**config.mk**
```make
export PLATFORM = sky130hd
export DESIGN_NAME = line_draw_ctrl_flat
export DESIGN_NICKNAME = d
export VERILOG_FILES = /design/src/rtl/line_draw_ctrl_pkg.sv /design/src/rtl/line_draw_ctrl_if.sv /design/src/rtl/line_draw_ctrl_precomputed_param_reg.sv /design/src/rtl/line_draw_ctrl.sv /design/src/flat_wrapper.sv
export SDC_FILE = /design/constraint.sdc
export NUM_CORES = 1
export LEC_CHECK = 0
export CAP_MARGIN = 30
export CORE_MARGIN = 10
export CORE_UTILIZATION = 55
export DETAILED_ROUTE_END_ITERATION = 8
export GPL_TIMING_DRIVEN = 1
export PLACE_DENSITY = 0.76
export SETUP_SLACK_MARGIN = 0.3
export SLEW_MARGIN = 10
export SYNTH_ARGS = -nofsm -noshare
export SYNTH_HDL_FRONTEND = slang
export SYNTH_SLANG_ARGS = --single-unit
```
**constraint.sdc**
```tcl
create_clock -name clk -period 10.2 [get_ports clk]
set_input_delay 2.04 -clock clk [delete_from_list [all_inputs] [get_ports clk]]
set_output_delay 2.04 -clock clk [all_outputs]
set_load 0.03 [all_outputs]
```
**src/rtl/line_draw_ctrl_pkg.sv**
```systemverilog
// Shared definitions for the graphics pipeline line-drawing controller:
// FSM state encoding and the default coordinate width.
package line_draw_ctrl_pkg;

  localparam int DEF_WIDTH = 10;

  typedef enum logic [1:0] {
    ST_IDLE = 2'd0,
    ST_PRE  = 2'd1,
    ST_INIT = 2'd2,
    ST_DRAW = 2'd3
  } state_e;

endpackage

```
**src/rtl/line_draw_ctrl_if.sv**
```systemverilog
// Request and pixel-stream handshake bundle of the line-drawing controller.
// master = requester/pixel consumer, slave = the controller itself.
interface line_draw_ctrl_if #(parameter int WIDTH = line_draw_ctrl_pkg::DEF_WIDTH);
  logic                    start_valid;
  logic                    start_ready;
  logic signed [WIDTH-1:0] x0;
  logic signed [WIDTH-1:0] y0;
  logic signed [WIDTH-1:0] x1;
  logic signed [WIDTH-1:0] y1;
  logic                    pix_valid;
  logic                    pix_ready;
  logic signed [WIDTH-1:0] pix_x;
  logic signed [WIDTH-1:0] pix_y;
  logic                    pix_last;
  logic                    busy;
  logic                    done;

  modport master (
    output start_valid, x0, y0, x1, y1, pix_ready,
    input  start_ready, pix_valid, pix_x, pix_y, pix_last, busy, done
  );

  modport slave (
    input  start_valid, x0, y0, x1, y1, pix_ready,
    output start_ready, pix_valid, pix_x, pix_y, pix_last, busy, done
  );
endinterface

```
**src/rtl/line_draw_ctrl_precomputed_param_reg.sv**
```systemverilog
// Two-stage Bresenham parameter precompute: registers the endpoints, then
// registers steep/swapped endpoints, deltas and y step. Frozen while en=0.
module precomputed_param_reg #(parameter int WIDTH = 10) (
  input  logic                    clk,
  input  logic                    rst,
  input  logic                    en,
  input  logic signed [WIDTH-1:0] x0,
  input  logic signed [WIDTH-1:0] y0,
  input  logic signed [WIDTH-1:0] x1,
  input  logic signed [WIDTH-1:0] y1,
  output logic signed [WIDTH-1:0] x0_out,
  output logic signed [WIDTH-1:0] y0_out,
  output logic signed [WIDTH-1:0] x1_out,
  output logic signed [WIDTH:0]   deltax_out,
  output logic signed [WIDTH:0]   deltay_out,
  output logic signed [WIDTH-1:0] ystep_out,
  output logic                    steep_out
);

  localparam logic signed [WIDTH-1:0] ZERO_W = {WIDTH{1'b0}};
  localparam logic signed [WIDTH:0]   ZERO_E = {(WIDTH+1){1'b0}};
  localparam logic signed [WIDTH-1:0] ONE_W  = {{(WIDTH-1){1'b0}}, 1'b1};
  localparam logic signed [WIDTH-1:0] MONE_W = {WIDTH{1'b1}};

  logic signed [WIDTH-1:0] x0_r, y0_r, x1_r, y1_r;
  logic signed [WIDTH-1:0] u0_s, v0_s, u1_s, v1_s, su0_s, sv0_s, su1_s, sv1_s;
  logic signed [WIDTH:0]   ddx_s, ddy_s, adx_s, ady_s, du_s, dv_s;
  logic                    steep_s, swap_s;

  // Steepness test, axis swap and endpoint ordering on the captured endpoints
  always_comb begin
    ddx_s   = {x1_r[WIDTH-1], x1_r} - {x0_r[WIDTH-1], x0_r};
    ddy_s   = {y1_r[WIDTH-1], y1_r} - {y0_r[WIDTH-1], y0_r};
    adx_s   = ddx_s[WIDTH] ? -ddx_s : ddx_s;
    ady_s   = ddy_s[WIDTH] ? -ddy_s : ddy_s;
    steep_s = (ady_s > adx_s);
    u0_s    = steep_s ? y0_r : x0_r;
    v0_s    = steep_s ? x0_r : y0_r;
    u1_s    = steep_s ? y1_r : x1_r;
    v1_s    = steep_s ? x1_r : y1_r;
    swap_s  = (u0_s > u1_s);
    su0_s   = swap_s ? u1_s : u0_s;
    sv0_s   = swap_s ? v1_s : v0_s;
    su1_s   = swap_s ? u0_s : u1_s;
    sv1_s   = swap_s ? v0_s : v1_s;
    du_s    = {su1_s[WIDTH-1], su1_s} - {su0_s[WIDTH-1], su0_s};
    dv_s    = {sv1_s[WIDTH-1], sv1_s} - {sv0_s[WIDTH-1], sv0_s};
  end

  // Input capture and result capture, both gated by the shared enable
  always_ff @(posedge clk or posedge rst) begin
    if (rst) begin
      x0_r       <= ZERO_W;
      y0_r       <= ZERO_W;
      x1_r       <= ZERO_W;
      y1_r       <= ZERO_W;
      x0_out     <= ZERO_W;
      y0_out     <= ZERO_W;
      x1_out     <= ZERO_W;
      deltax_out <= ZERO_E;
      deltay_out <= ZERO_E;
      ystep_out  <= ZERO_W;
      steep_out  <= 1'b0;
    end else if (en) begin
      x0_r       <= x0;
      y0_r       <= y0;
      x1_r       <= x1;
      y1_r       <= y1;
      x0_out     <= su0_s;
      y0_out     <= sv0_s;
      x1_out     <= su1_s;
      deltax_out <= du_s;
      deltay_out <= dv_s[WIDTH] ? -dv_s : dv_s;
      ystep_out  <= dv_s[WIDTH] ? MONE_W : ONE_W;
      steep_out  <= steep_s;
    end
  end

endmodule

```
**src/rtl/line_draw_ctrl.sv**
```systemverilog
// Bresenham line-drawing controller: accepts a line request, precomputes its
// parameters, then streams one pixel per accepted handshake in major-axis order.
module line_draw_ctrl import line_draw_ctrl_pkg::*; #(
  parameter int WIDTH = DEF_WIDTH
) (
  input  logic             clk,
  input  logic             rst,
  line_draw_ctrl_if.slave  bus
);

  localparam logic signed [WIDTH-1:0] ZERO_W = {WIDTH{1'b0}};
  localparam logic signed [WIDTH:0]   ZERO_E = {(WIDTH+1){1'b0}};
  localparam logic signed [WIDTH-1:0] ONE_W  = {{(WIDTH-1){1'b0}}, 1'b1};

  state_e                  state_r;
  logic signed [WIDTH-1:0] x_r, y_r, xend_r, pix_x_r, pix_y_r;
  logic signed [WIDTH:0]   err_r;
  logic                    steep_r, start_ready_r, busy_r, done_r, pix_valid_r, pix_last_r;
  logic signed [WIDTH-1:0] x_nxt_s, y_nxt_s;
  logic signed [WIDTH:0]   err_sub_s, err_nxt_s;
  logic                    hs_start_s, hs_pix_s, pre_en_s;
  logic signed [WIDTH-1:0] pc_x0_s, pc_y0_s, pc_x1_s, pc_ystep_s;
  logic signed [WIDTH:0]   pc_dx_s, pc_dy_s;
  logic                    pc_steep_s;

  precomputed_param_reg #(.WIDTH(WIDTH)) u_pre (
    .clk        (clk),
    .rst        (rst),
    .en         (pre_en_s),
    .x0         (bus.x0),
    .y0         (bus.y0),
    .x1         (bus.x1),
    .y1         (bus.y1),
    .x0_out     (pc_x0_s),
    .y0_out     (pc_y0_s),
    .x1_out     (pc_x1_s),
    .deltax_out (pc_dx_s),
    .deltay_out (pc_dy_s),
    .ystep_out  (pc_ystep_s),
    .steep_out  (pc_steep_s)
  );

  // Handshake decode, precompute enable and the next Bresenham step
  always_comb begin
    hs_start_s = (state_r == ST_IDLE) && bus.start_valid;
    hs_pix_s   = pix_valid_r && bus.pix_ready;
    pre_en_s   = hs_start_s || (state_r == ST_PRE);
    x_nxt_s    = x_r + ONE_W;
    err_sub_s  = err_r - pc_dy_s;
    if (err_sub_s[WIDTH]) begin
      y_nxt_s   = y_r + pc_ystep_s;
      err_nxt_s = err_sub_s + pc_dx_s;
    end else begin
      y_nxt_s   = y_r;
      err_nxt_s = err_sub_s;
    end
  end

  // FSM plus stepping registers; pixel outputs are pre-unswapped into registers
  always_ff @(posedge clk or posedge rst) begin
    if (rst) begin
      state_r       <= ST_IDLE;
      x_r           <= ZERO_W;
      y_r           <= ZERO_W;
      xend_r        <= ZERO_W;
      err_r         <= ZERO_E;
      steep_r       <= 1'b0;
      pix_x_r       <= ZERO_W;
      pix_y_r       <= ZERO_W;
      pix_valid_r   <= 1'b0;
      pix_last_r    <= 1'b0;
      start_ready_r <= 1'b1;
      busy_r        <= 1'b0;
      done_r        <= 1'b0;
    end else begin
      done_r <= 1'b0;
      case (state_r)
        ST_IDLE: begin
          if (hs_start_s) begin
            state_r       <= ST_PRE;
            start_ready_r <= 1'b0;
            busy_r        <= 1'b1;
          end
        end
        ST_PRE: state_r <= ST_INIT;
        ST_INIT: begin
          state_r     <= ST_DRAW;
          x_r         <= pc_x0_s;
          y_r         <= pc_y0_s;
          xend_r      <= pc_x1_s;
          err_r       <= pc_dx_s >>> 1'b1;
          steep_r     <= pc_steep_s;
          pix_x_r     <= pc_steep_s ? pc_y0_s : pc_x0_s;
          pix_y_r     <= pc_steep_s ? pc_x0_s : pc_y0_s;
          pix_last_r  <= (pc_x0_s == pc_x1_s);
          pix_valid_r <= 1'b1;
        end
        ST_DRAW: begin
          if (hs_pix_s && pix_last_r) begin
            state_r       <= ST_IDLE;
            pix_valid_r   <= 1'b0;
            pix_last_r    <= 1'b0;
            pix_x_r       <= ZERO_W;
            pix_y_r       <= ZERO_W;
            start_ready_r <= 1'b1;
            busy_r        <= 1'b0;
            done_r        <= 1'b1;
          end else if (hs_pix_s) begin
            x_r        <= x_nxt_s;
            y_r        <= y_nxt_s;
            err_r      <= err_nxt_s;
            pix_x_r    <= steep_r ? y_nxt_s : x_nxt_s;
            pix_y_r    <= steep_r ? x_nxt_s : y_nxt_s;
            pix_last_r <= (x_nxt_s == xend_r);
          end
        end
        default: state_r <= ST_IDLE;
      endcase
    end
  end

  assign bus.start_ready = start_ready_r;
  assign bus.busy        = busy_r;
  assign bus.done        = done_r;
  assign bus.pix_valid   = pix_valid_r;
  assign bus.pix_last    = pix_last_r;
  assign bus.pix_x       = pix_x_r;
  assign bus.pix_y       = pix_y_r;

endmodule

```
**src/flat_wrapper.sv**
```systemverilog
// flat-port wrapper written by rule: the top's interface ports become plain ports
module line_draw_ctrl_flat import line_draw_ctrl_pkg::*;
#(
  parameter int WIDTH = DEF_WIDTH
)
  (clk, rst, bus_start_valid, bus_x0, bus_y0, bus_x1, bus_y1, bus_pix_ready, bus_start_ready, bus_pix_valid, bus_pix_x, bus_pix_y, bus_pix_last, bus_busy, bus_done);
  line_draw_ctrl_if #(.WIDTH(WIDTH)) bus_i ();
  input  logic clk;
  input  logic rst;
  input wire logic [$bits(bus_i.start_valid)-1:0] bus_start_valid;
  input wire logic [$bits(bus_i.x0)-1:0] bus_x0;
  input wire logic [$bits(bus_i.y0)-1:0] bus_y0;
  input wire logic [$bits(bus_i.x1)-1:0] bus_x1;
  input wire logic [$bits(bus_i.y1)-1:0] bus_y1;
  input wire logic [$bits(bus_i.pix_ready)-1:0] bus_pix_ready;
  output wire logic [$bits(bus_i.start_ready)-1:0] bus_start_ready;
  output wire logic [$bits(bus_i.pix_valid)-1:0] bus_pix_valid;
  output wire logic [$bits(bus_i.pix_x)-1:0] bus_pix_x;
  output wire logic [$bits(bus_i.pix_y)-1:0] bus_pix_y;
  output wire logic [$bits(bus_i.pix_last)-1:0] bus_pix_last;
  output wire logic [$bits(bus_i.busy)-1:0] bus_busy;
  output wire logic [$bits(bus_i.done)-1:0] bus_done;
  assign bus_i.start_valid = bus_start_valid;
  assign bus_i.x0 = bus_x0;
  assign bus_i.y0 = bus_y0;
  assign bus_i.x1 = bus_x1;
  assign bus_i.y1 = bus_y1;
  assign bus_i.pix_ready = bus_pix_ready;
  assign bus_start_ready = bus_i.start_ready;
  assign bus_pix_valid = bus_i.pix_valid;
  assign bus_pix_x = bus_i.pix_x;
  assign bus_pix_y = bus_i.pix_y;
  assign bus_pix_last = bus_i.pix_last;
  assign bus_busy = bus_i.busy;
  assign bus_done = bus_i.done;
  line_draw_ctrl #(.WIDTH(WIDTH)) u_core (.clk(clk), .rst(rst), .bus(bus_i));
endmodule
```
==> impl_metrics.py, run 1 <==
metrics = {
    "floorplanning": {
        "initial_core_util_pct": 56.37,
        "ios": 69,
        "chipWidth_microns": 173.0,
        "core_sq_um": 22850,
        "die_area_sq_um": 29940,
        "die_h_microns": 173.0,
        "rows": 55,
    },
    "synth": {
        "synth_top_area_share_pct": 31.67,
        "synthAdderAreaFrac_pct": 9.521,
        "syn_area_sq_um": 12880,
        "synth_compound_area_share_pct": 21.84,
        "synth.mux.area_fraction_pct": 6.898,
        "async_reset_ff_share_pct": 100.0,
        "synth_top_family_by_area": "compound AO/OA/AOI/OAI gates",
        "synth_nets": 1686,
        "post_synth_inst_count": 1550,
        "synth.most_common_cell": "nand2_1",
        "synth_xor_area_share_pct": 7.685,
        "yosysSeqAreaShare_pct": 31.88,
        "synth_warnings": 0,
        "synth_top_cell_by_area": "dfrtp_1",
        "ys_types": 82,
        "synth_seq_cells": 164,
        "synth_edf_count": 0,
        "avgSynthCellArea_sq_um": 8.309,
        "synthTopCellsByCount": "nand2_1 (210), dfrtp_1 (163), a21oi_1 (139)",
        "synth_simple_gate_area_share_pct": 17.10,
        "synthTopCellsByArea": "dfrtp_1 (32%), ha_1 (8.4%), nand2_1 (6.1%)",
        "ys.flop_type": "dfrtp_1",
    },
    "detailed_routing": {
        "drt_iter0_drc": 1220,
        "drc": 0,
        "postRouteAntennaNets": 0,
        "vias": 11920,
        "wl_per_cell_microns": 20.47,
        "vias_per_cell": 6.165,
        "drtPass1Iterations": 5,
        "routed_wl_mm": 39.59,
    },
    "global_route": {
        "grt_max_degree": 100,
        "overflow": 0,
        "grt-busiest-layer": "met2",
        "globalRouteMet1Util_pct": 32.25,
        "antenna_found_initial": 0,
        "grt_pass1_wl_mm": 62.56,
        "met3_usage_pct": 4.857,
        "grt.met2_usage_pct": 42.10,
        "grt_pass1_vias": 11420,
        "grt_usage_pct": 25.52,
    },
    "sta": {
        "fin_ws_ns": 0.7764,
        "fmax_mhz": 106.1,
        "setup_viol": 0,
        "slew_violations": 0,
        "hold_violations": 0,
        "min_period_over_period_pct": 92.39,
        "tns_ns": 0,
        "tightest_slew_ns": 0.9807,
        "rsz0062_at_grt": "false",
        "slew_headroom_pct": 34.62,
        "min_period_ns": 9.424,
        "skew_ns": 0.01464,
    },
    "setup_path": {
        "critPathTopFamily": "compound AO/OA/AOI/OAI gates",
        "worstSetupPathType": "reg2reg",
        "cp_num_buf_inv": 5,
        "crit_fanout": 14,
        "cp-end-kind": "flip-flop",
        "cp-start-kind": "flip-flop",
        "crit_arrival_ns": 9.70,
        "worst_ep_required_time_ns": 10.48,
        "cpPeakStageDelay_ns": 0.46,
        "crit_path_frequent_cell": "o21ai_0",
        "crit_slowest_cell": "fa_1",
    },
    "place": {
        "gp_congestion": 0.9789,
        "preCtsSetupSlack_ns": 0.008010,
        "place_hpwl_mm": 29.25,
        "portBuffers": 68,
    },
    "layout": {
        "fillCellCount": 1946,
        "largest_registers": "u_core.err_r x11, u_core.u_pre.deltax_out x11, u_core.u_pre.deltay_out x11",
        "fin_nets": 1744,
        "multi_input_comb_area_sq_um": 8351,
        "ff_latch_area_sq_um": 4106,
        "antenna_cells": 0,
        "drive_above_1_share_pct": 10.92,
        "area_delta_synth_final_pct": 15.62,
    },
    "clock_tree": {
        "numClockSinks": 164,
        "h-tree-depth": 4,
        "cts.clk_slew.worst_paths_ns": 0.08,
        "cts_inserted_buffers": 17,
        "ctsLongestPathBuffers": 2,
        "cts_tree": "yes",
        "cts-hold-fix-buffers": 0,
        "clkLatencyLatePin_ns": 0.44,
        "cts-root-buf": "clkbuf_16",
    },
    "hold_path": {
        "hold_path.class": "reg2reg",
    },
    "status": {
        "status": "completed",
    },
    "flow_run": {
        "drv_cap": 0,
    },
}
## layout make-up
type | instances | area share (%)
Clock buffer | 19 | 3.042
Clock inverter | 13 | 1.059
Inverter | 83 | 2.126
Multi-Input combinational cell | 1223 | 56.08
Sequential cell | 164 | 27.58
Tap cell | 313 | 2.630
Timing Repair Buffer | 119 | 7.487
## metrics by stage
stage	util, %	instance area [sq um]	hold WS [ns]	instances
final	65.18	14890	0.4874	1934
after CTS	64.10	14650	0.4980	1928
after detailed placement	61.31	14010	0.4797	1895
after floorplan	-	12880	0.4413	1550
after global routing	65.18	14890	0.5170	1934
after global placement	61.19	13980	0.4678	1894
## cells in the final DEF (no fill, tap or decap), drive strengths merged, types with 22 or more instances in the layout
cell             n
nor3            36
o21ai          132
nand2          212
dfrtp          163
nor2           122
ha              86
mux2i           64
xnor2           58
xor2            55
buf             51
mux2            22
nand3           27
inv             89
a21o            23
clkdlybuf4s50   68
a21oi          141
## timing repair
action	in CTS	in global routing
pin swaps	0	8
gates cloned	1	1
gates resized for setup	5	45
setup endpoints to repair	11	12
buffers inserted	0	4
## cells by family after synthesis
family / after synthesis
fa+ha+maj: 95
compound gates: 441
buf+inv: 165
flops: 164
xor+xnor: 113
simple gates: 486
mux: 86
## worst paths after layout
| kind | end | slack, ns | startpoint | cells past startpoint |
|---|---|---|---|---|
| worst max-delay path | u_core.u_pre.deltay_out[4] | 0.78 | u_core.u_pre.x1_r[0] | 46 |
| worst min-delay path | u_core.u_pre.ystep_out[0] | 0.49 | u_core.u_pre.ystep_out[0] | 1 |
| worst max register to register | u_core.u_pre.deltay_out[4] | 0.78 | u_core.u_pre.x1_r[0] | 46 |
| worst min register to register | u_core.u_pre.ystep_out[0] | 0.49 | u_core.u_pre.ystep_out[0] | 1 |
| max in group asynchronous | u_core.bus.start_ready | 6.84 | rst | 4 |
| min in group asynchronous | u_core.u_pre.y0_r[6] | 2.14 | rst | 2 |
## layer usage
layer / wire (microns) / up-vias
met4: 1404 / 0
met5: 0 / -
met1: 16650 / 5704
met2: 18640 / 514
met3: 2890 / 96
li1: - / 5610
Power of run 1 is left out: the tool's default activity adds up to more than one toggle a clock period on the data nets, which glitch-free logic cannot reach.
==> inputs of run 2 (changes only) <==
Settings changed: ABC_CLOCK_PERIOD_IN_PS set to 10200, SKIP_CTS_REPAIR_TIMING set to 1.
==> run 2 against run 1 <==
Critical path depth down 6. Critical endpoint is now u_core.u_pre.deltay_out[10]. Highest routed layer unchanged. Largest cell class unchanged. Wire length down 0.87%. Via count down 0.19%.
==> impl_metrics.py, run 2 (synthesized netlist as in run 1, its figures left out) <==
metrics = {
    "place": {
        "place_inst": 1895,
        "gp_congestion": 0.9789,
        "place_hpwl_mm": 29.25,
        "portBuffers": 68,
    },
    "clock_tree": {
        "cts_inserted_buffers": 17,
        "ctsLongestPathBuffers": 2,
        "h-tree-depth": 4,
        "cts-root-buf": "clkbuf_16",
        "cts_tree": "yes",
        "numClockSinks": 164,
        "cts.clk_slew.worst_paths_ns": 0.08,
        "clkLatencyLatePin_ns": 0.44,
    },
    "floorplanning": {
        "core_sq_um": 22850,
        "chipWidth_microns": 173.0,
        "initial_core_util_pct": 56.37,
        "die_area_sq_um": 29940,
        "die_h_microns": 173.0,
        "rows": 55,
        "ios": 69,
    },
    "setup_path": {
        "cp_num_buf_inv": 5,
        "crit_slowest_cell": "or4_1",
        "cp-start-kind": "flip-flop",
        "worst_ep_required_time_ns": 10.52,
        "crit_path_frequent_cell": "ha_1",
        "crit_fanout": 24,
        "cp-end-kind": "flip-flop",
        "critPathTopFamily": "simple AND/OR/NAND/NOR gates",
        "crit_arrival_ns": 9.72,
        "worstSetupPathType": "reg2reg",
        "r2r_setup_slack_ns": 0.80,
        "cpPeakStageDelay_ns": 0.57,
    },
    "layout": {
        "area_delta_synth_final_pct": 15.48,
        "utilization_pct": 65.09,
        "layout_commonest_cell": "nand2_1",
        "multi_input_comb_area_sq_um": 8348,
        "final_cell_mix": "nand2_1 (210), dfrtp_1 (163), a21oi_1 (133)",
        "ff_latch_area_sq_um": 4105,
        "drive_above_1_share_pct": 10.50,
        "largest_registers": "u_core.err_r x11, u_core.u_pre.deltax_out x11, u_core.u_pre.deltay_out x11",
        "fillCellCount": 1947,
        "antenna_cells": 0,
        "stdcell_count": 1932,
        "fin_nets": 1742,
    },
    "global_route": {
        "overflow": 0,
        "grt_pass1_vias": 11390,
        "grt_usage_pct": 25.43,
        "grt_pass1_wl_mm": 62.38,
        "grt_max_degree": 100,
        "antenna_found_initial": 0,
    },
    "detailed_routing": {
        "vias": 11900,
        "postRouteAntennaNets": 0,
        "wl_per_cell_microns": 20.31,
        "vias_per_cell": 6.160,
        "routed_wl_mm": 39.24,
        "drt_iter0_drc": 1043,
        "drtPass1Iterations": 5,
        "drc": 0,
    },
    "sta": {
        "slew_headroom_pct": 35.05,
        "skew_ns": 0.01369,
        "min_period_over_period_pct": 92.16,
        "tightest_slew_ns": 0.9743,
        "tns_ns": 0,
        "fmax_mhz": 106.4,
        "hold_violations": 0,
        "slew_violations": 0,
        "rsz0062_at_grt": "false",
        "setup_viol": 0,
        "min_period_ns": 9.400,
    },
    "hold_path": {
        "hold_path.class": "reg2reg",
    },
    "flow_run": {
        "drv_cap": 0,
    },
    "status": {
        "status": "completed",
    },
}
run 2: final cells by class:
| type | count | share of cell area [%] |
|---|---|---|
| Multi-Input combinational cell | 1223 | 56.13 |
| Sequential cell | 164 | 27.60 |
| Timing Repair Buffer | 117 | 7.395 |
| Clock buffer | 19 | 3.046 |
| Tap cell | 313 | 2.633 |
| Inverter | 83 | 2.129 |
| Clock inverter | 13 | 1.060 |
run 2: final timing paths:
check                      depth (start not counted)                           to                      start
min in group asynchronous                          2         u_core.u_pre.y1_r[6]                        rst
max reg2reg                                       40  u_core.u_pre.deltay_out[10]       u_core.u_pre.y0_r[0]
max in group asynchronous                          4       u_core.bus.start_ready                        rst
max                                               40  u_core.u_pre.deltay_out[10]       u_core.u_pre.y0_r[0]
min reg2reg                                        1    u_core.u_pre.ystep_out[0]  u_core.u_pre.ystep_out[0]
min                                                1    u_core.u_pre.ystep_out[0]  u_core.u_pre.ystep_out[0]
run 2: metal layers:
metal | global-route usage (%) | wire [microns] | up-vias
li1 | - | - | 5598
met1 | 32.13 | 16500 | 5734
met2 | 42.07 | 18560 | 477
met3 | 4.705 | 2815 | 92
met4 | 10.17 | 1366 | 0
met5 | 0 | 0 | -
run 2: per-stage QoR:
stage / hold WS (ns) / setup WS [ns] / cell area [sq um]
after global routing: 0.5170 / 0.2206 / 14870
after floorplan: 0.4413 / 0.3878 / 12880
after global placement: 0.4678 / 0.2925 / 13980
after CTS: 0.4980 / -0.07256 / 14620
final: 0.4867 / 0.7998 / 14870
after detailed placement: 0.4797 / 0.008010 / 14010
Power of run 2 is left out for the same reason.
